**src/rtl/exec_controller.sv**
```systemverilog
// exec_controller: run/single-step execution control FSM with stop detection
// and a saturating executed-instruction counter.
module exec_controller #(
  parameter int MSB      = 11,
  parameter int OPC_W    = 5,
  parameter int CNT_W    = 16,
  parameter int HALT_OPC = 0
) (
  input  logic             i_clk,
  input  logic             i_rst,
  input  logic             i_start,
  input  logic             i_mode,
  input  logic             i_step,
  input  logic             i_clear,
  input  logic [OPC_W-1:0] i_opcode,
  input  logic [MSB-1:0]   i_pc,
  output logic             o_pc_en,
  output logic             o_busy,
  output logic             o_halted,
  output logic             o_done,
  output logic [CNT_W-1:0] o_icount
);
  typedef enum logic [2:0] {IDLE, RUN, STEP_WAIT, STEP_EXEC, HALT} state_t;
  state_t state, state_n;
  logic stop;
  // an all-ones PC stops execution so the PC never wraps to zero
  assign stop = (i_opcode == OPC_W'(HALT_OPC)) || (&i_pc);
  always_comb begin
    state_n = state;
    o_pc_en = 1'b0;
    if (i_rst || i_clear) state_n = IDLE;
    else case (state)
      IDLE:      if (i_start) state_n = i_mode ? STEP_WAIT : RUN;
      RUN:       begin
        o_pc_en = !stop;
        state_n = stop ? HALT : RUN;
      end
      STEP_WAIT: if (i_step) state_n = stop ? HALT : STEP_EXEC;
      STEP_EXEC: begin
        o_pc_en = 1'b1;
        state_n = STEP_WAIT;
      end
      HALT:      state_n = HALT;
      default:   state_n = IDLE;
    endcase
  end
  always_ff @(posedge i_clk) begin
    state  <= state_n;
    o_done <= (state_n == HALT) && (state != HALT);
    if (i_rst || i_clear) o_icount <= '0;
    else if (o_pc_en && !(&o_icount)) o_icount <= o_icount + 1'b1;
  end
  assign o_busy   = (state == RUN) || (state == STEP_WAIT) || (state == STEP_EXEC);
  assign o_halted = (state == HALT);
endmodule

```
**config.mk**
```make
export PLATFORM = sky130hd
export DESIGN_NAME = exec_controller
export DESIGN_NICKNAME = d
export VERILOG_FILES = /design/src/rtl/exec_controller.sv
export SDC_FILE = /design/constraint.sdc
export NUM_CORES = 1
export LEC_CHECK = 0
export BUFFER_PORTS_ARGS = -buffer_cell sky130_fd_sc_hd__buf_4
export CORE_UTILIZATION = 43
export DETAILED_ROUTE_END_ITERATION = 10
export GPL_TIMING_DRIVEN = 1
export PLACE_DENSITY = 0.74
export SYNTH_ARGS = -nofsm -noshare
export SYNTH_HDL_FRONTEND = slang
export SYNTH_SLANG_ARGS = --single-unit
```
**constraint.sdc**
```tcl
create_clock -name i_clk -period 1.91 [get_ports i_clk]
set_input_delay 0 -clock i_clk [delete_from_list [all_inputs] [get_ports i_clk]]
set_output_delay 0 -clock i_clk [all_outputs]
set_load 0.01 [all_outputs]
```
==> results of run 1 <==
[synthesized netlist by cell type (all sizes together)]
cell,instances,share of area (%)
dfxtp,20,36
nand2,18,6.1
nand4,11,6.2
nor2,10,3.4
nand3,8,3.6
a21oi,6,2.7
and3,5,2.9
mux2i,5,4.5
nor3,5,3.3
o31ai,5,3.4
or3,5,3.0
or4,5,3.4
o211ai,3,2.0
o21ai,3,1.3
and2,2,1.1
clkbuf,2,0.67
o311ai,2,1.6
o41ai,2,1.6
a2111oi,1,0.79
a21bo,1,1.5
a21o,1,0.67
a31oi,1,0.56
a32o,1,0.90
a41o,1,0.90
and4,1,0.79
buf,1,1.0
clkinv,1,0.34
ha,1,1.1
inv,1,0.34
nand3b,1,0.67
nor4,1,0.56
o221a,1,1.0
o22ai,1,0.56
or2,1,0.56
or4b,1,1.2
[worst max path at each step]
stage	start	end	slack, ns	cells after the start
6_report	state[2]	o_icount[8]	0.04	5
5_1_grt	state[0]	o_icount[10]	-0.03	5
3_3_place_gp	state[2]	o_icount[13]	0.07	5
2_1_floorplan	state[0]	o_icount[8]	0.04	5
3_5_place_dp	state[2]	o_icount[10]	0.02	5
4_1_cts	state[2]	o_icount[10]	0.001	5
[per-stage QoR]
stage	hold WS (ns)	std cells
after floorplan	0.1258	134
after global placement	0.2553	221
after detailed placement	0.2548	221
after CTS	0.07282	229
after global routing	0.08601	229
final	0.07444	229
[registers in the layout, indices dropped and copies added (netlist names)]
register  flops
o_icount     16
state         3
o_done        1
[routing by layer]
metal	up-vias	share of wire (%)
met5	-	0
met4	0	1.6
met3	7	5.0
met2	54	52
met1	614	41
li1	656	-
[cells by family after synthesis]
kind of cell / count (synthesis) / share of synthesized area, %
compound gates: 29 / 19.42
flops: 20 / 35.91
fa+ha+maj: 1 / 1.122
simple gates: 74 / 36.70
mux: 5 / 4.490
buf+inv: 5 / 2.356
[worst reg2reg max path, cell delays in order, from the launching register on]
cell and delay, ns:
dfxtp_1 0.33, or4b_4 0.51, nor3_4 0.19, a21bo_4 0.26, or4_1 0.40, a21oi_1 0.13
[power by group through the flow]
stage	clock network [mW]	logic, mW	registers, mW
3_3_place_gp	0	0.0751	0.429
6_report	0.260	0.0857	0.420
2_1_floorplan	0	0.0271	0.431
3_5_place_dp	0	0.0790	0.430
5_1_grt	0.275	0.0917	0.421
4_1_cts	0.259	0.0851	0.420
[timing repair]
action | CTS | global route
resized for setup | 0 | 5
setup endpoints to repair | 0 | 9
hold endpoints to repair | 3 | 0
hold buffers | 4 | 0
[area by class of cell]
cell class | count | area (um^2)
fillers | 210 | 783.3
clock buffers | 4 | 36.28
multi-input cells | 109 | 698.2
well taps | 30 | 37.54
inverters | 2 | 7.507
repair buffers | 64 | 490.5
flip-flops and latches | 20 | 401.6
==> run metrics, run 1 <==
Clk Latency, worst-skew pair=0.31 ns; Final Cycle Share=98.06%; hold path cells=3; reg2reg end=o_icount[8]; Worst setup SP type=flop; synth warn=0; Worst Hold Launch=i_rst; Net Count, Synth=157; Wirelength per Cell=14.34 um; worst-margin pin slew=0.4380 ns; commonest non-fill, non-tap cell in the layout=buf_4; number of synthesized register bits=20; status=completed; CTS sink count=20; Core ar.=2455 um^2; GRT Total Usage=24.99%; Die Height=52.92 um; synth unique cells=39; DR vias=1331; Setup WS pre-CTS=0.02383 ns; combinational power share=11.2%; H-tree Lvls=1; WP data required=2.17 ns; I/O pins=42; vias in the first global route=1241; GR met2 Demand/Resource=48.95%; worst-path cell chain=or4b_4 > nor3_4 > a21bo_4 > or4_1 > a21oi_1; Syn Area/Cell=8.320 um^2; Crit. End Element=flop; Max Slew Vio Count=0; Num CTS Buffers=3; first-pass GRT wire length=5050 um; Mapped Cells=134; gpl congestion=0.8895; FMAX=0.5339 GHz; post-DR vias/cell=5.812; antenna viol nets, final=0; met3 usage in global routing=3.161%; Seq pwr share=54.9%; GR met1 Demand/Resource=26.00%; Power Total=766.1 uW; Clock power frac=33.9%; initial core utilization=45.41%; fin util=68.09%; diode count=0; total grt overflow=0; largest net degree at the start of global routing=12; Die ar.=2800 um^2; R2R setup slack=0.04 ns; Routed WL=3284 um; Final Net Count=223; Setup TNS=0 ns; Post-DP HPWL=2585 um; Die X=52.92 um; Area after DPL=1584 um^2; Setup Skew=0.002860 ns; CTS max path bufs=2; final instance area=1672 um^2; antenna violations before repair=0; number of max-cap violations=0; Critical Setup Path Class=flop to flop; CTS tree=built; hold endpoint=o_icount[12]; Syn-to-layout area delta=49.94%; synthesized area=1115 um^2; CTS clk-pin slew, worst paths=0.12 ns; Top Usage Layer GRT=met2; min Tclk post-route=1.873 ns; Leakage Power=0.7563 nW; cell internal pwr=586.2 uW; VDD IR max=0.3397 mV; DR iter-0 viols=28; Psw=180.0 uW; Pre-Repair DR Iteration Count=4; pwr/cell area=458.3 nW/um^2; worst hold path class=input port to flop; Seq/Total Area, Yosys=35.91%; CP Max Fanout=6; final number of hold-violating endpoints=0; Port Buf Inserts=41; reg2reg start=state[2]; CP delay by family, top=simple AND/OR/NAND/NOR gates; fin worst setup slack=0.03710 ns; Slew headroom=70.69%; share of cells above drive strength 1=38.69%; most frequent cells in the layout=buf_4 (60), dfxtp_1 (19), nand2_1 (17), nand4_1 (11), nor2_1 (9); Worst path slowest cell=or4b_4; Row Count=18; Final Setup Violations=0; crit path DAT=2.13 ns; CP bufs+invs=0; root buf cell=clkbuf_4; Switching Share=23.49%; DRC=0; Post-CTS Repair Setup Buffers=0; slowest stage delay, CP=0.51 ns; R2R depth=5; RSZ-0062 raised after global routing=yes
No activity file was read; power rests on OpenSTA's default activity.
==> inputs of run 2 (changes only) <==
--- a/config.mk
+++ b/config.mk
@@ -6,10 +6,11 @@
 export NUM_CORES = 1
 export LEC_CHECK = 0
 export BUFFER_PORTS_ARGS = -buffer_cell sky130_fd_sc_hd__buf_4
-export CORE_UTILIZATION = 43
+export CORE_UTILIZATION = 45
+export CTS_BUF_LIST = sky130_fd_sc_hd__clkbuf_4
 export DETAILED_ROUTE_END_ITERATION = 10
 export GPL_TIMING_DRIVEN = 1
-export PLACE_DENSITY = 0.74
+export PLACE_DENSITY = 0.77
 export SYNTH_ARGS = -nofsm -noshare
 export SYNTH_HDL_FRONTEND = slang
 export SYNTH_SLANG_ARGS = --single-unit
==> run 2 against run 1 <==
Maximum frequency is 1.6% lower. Clock power is 17% lower. Sequential cell count stayed put. Worst hold slack worse by 0.0063 ns. Worst setup slack worse by 0.030 ns. Sequential power hardly changed. Wire length is 3.5% higher. Critical path depth stayed put. Largest cell class unchanged. Highest routed layer unchanged.
==> run metrics, run 2 (same netlist as run 1, synthesis figures left out) <==
status=completed; R2R depth=5; Post-DP HPWL=2454 um; DR vias=1382; RSZ-0062 raised after global routing=yes; root buf cell=clkbuf_4; Port Buf Inserts=41; Die ar.=2681 um^2; Post-CTS Repair Setup Buffers=0; Die X=51.78 um; Worst setup SP type=flop; Final Cycle Share=99.65%; total grt overflow=0; CP bufs+invs=0; DR iter-0 viols=59; first-pass GRT wire length=5457 um; FMAX=0.5254 GHz; Die Height=51.78 um; GR met2 Demand/Resource=50.22%; CTS sink count=20; GRT Total Usage=26.75%; Clk Latency, worst-skew pair=0.30 ns; antenna viol nets, final=0; gpl congestion=0.9200; most frequent cells in the layout=buf_4 (59), dfxtp_1 (18), nand2_1 (17), nand4_1 (11), nor2_1 (10); H-tree Lvls=1; CTS max path bufs=2; reg2reg start=state[2]; Wirelength per Cell=15.04 um; Row Count=17; CP delay by family, top=simple AND/OR/NAND/NOR gates; DRC=0; diode count=0; CP Max Fanout=6; Pre-Repair DR Iteration Count=4; multi-input logic area=705.7 um^2; hold path cells=3; Core ar.=2276 um^2; commonest non-fill, non-tap cell in the layout=buf_4; CTS tree=built; hold endpoint=state[1]; Worst path slowest cell=or4b_4; worst-path cell chain=or4b_4 > nor3_4 > a21bo_4 > or4_4 > a21oi_2; Most flops, register=o_icount; post-DR vias/cell=6.115; I/O pins=42; Final Net Count=222; min Tclk post-route=1.903 ns; Top Registers=o_icount x16, state x3, o_done x1; Worst Hold Launch=i_step; Syn-to-layout area delta=48.93%; number of max-cap violations=0; met3 usage in global routing=3.509%; Crit. End Element=flop; max reg flops=16; Routed WL=3400 um; Num CTS Buffers=3; Final Setup Violations=0; Leakage Power=0.7441 nW; Slew headroom=68.03%; crit path DAT=2.16 ns; fin util=72.95%; vias in the first global route=1248; slowest stage delay, CP=0.51 ns; Setup TNS=0 ns; GR met1 Demand/Resource=30.65%; final number of hold-violating endpoints=0; Setup Skew=0.008485 ns; Max Slew Vio Count=0; share of cells above drive strength 1=38.89%; worst-margin pin slew=0.4778 ns; reg2reg end=o_icount[8]; initial core utilization=48.98%; register area=402.9 um^2; Top Usage Layer GRT=met2; Critical Setup Path Class=flop to flop; VDD IR max=0.3462 mV; CTS clk-pin slew, worst paths=0.13 ns; largest net degree at the start of global routing=12; WP data required=2.16 ns; worst hold path class=input port to flop; filler cell count=187; R2R setup slack=0.007 ns; pwr/cell area=434.4 nW/um^2; antenna violations before repair=0
run 2: worst max path at each step:
stage,slack [ns],to,depth (start not counted),from
2_1_floorplan,0.04,o_icount[8],5,state[0]
3_3_place_gp,0.07,o_icount[13],5,state[2]
3_5_place_dp,0.005,o_icount[13],5,state[2]
4_1_cts,0.02,o_icount[10],5,state[0]
5_1_grt,-0.06,o_icount[8],5,state[2]
6_report,0.007,o_icount[8],5,state[2]
run 2: worst register-to-register path, stage by stage, from the launching register on:
cell     delay (ns)
dfxtp_2        0.34
or4b_4         0.51
nor3_4         0.18
a21bo_4        0.27
or4_4          0.44
a21oi_2        0.12
run 2: repair_timing:
| item | 4_1_cts | 5_1_grt |
|---|---|---|
| resized for setup | 1 | 6 |
| hold buffers | 4 | 0 |
| endpoints found under the hold margin | 3 | 0 |
| pin swaps | 0 | 3 |
| setup endpoints to repair | 2 | 4 |
run 2: where the power goes:
part	total, mW	internal [mW]	switching, mW
Clock	0.215	0.0762	0.139
Sequential	0.420	0.419	0.00108
Combinational	0.0857	0.0503	0.0354
run 2: through the flow:
step	cell area (um^2)	std cells	power (mW)	worst slack [ns]	hold slack, ns
after floorplan	1115	134	0.4582	0.03862	0.1258
after global placement	1574	218	0.5048	0.07429	0.2575
after detailed placement	1574	218	0.5073	0.005154	0.2355
after CTS	1643	226	0.7267	0.01600	0.05419
after global routing	1660	226	0.7514	-0.05743	0.06832
final	1660	226	0.7212	0.006642	0.06811
run 2: cell type report:
type | count | share of cell area, %
clock buffer | 3 | 1.356
clock inverter | 1 | 0.2261
inverter | 2 | 0.4521
multi-input combinational | 109 | 42.50
sequential | 20 | 24.27
tap | 28 | 2.110
timing repair buffer | 63 | 29.09
run 2: layer usage:
layer	wire, um	share of wire [%]
met1	1413	42
met2	1754	52
met3	178	5.2
met4	55	1.6
met5	0	0
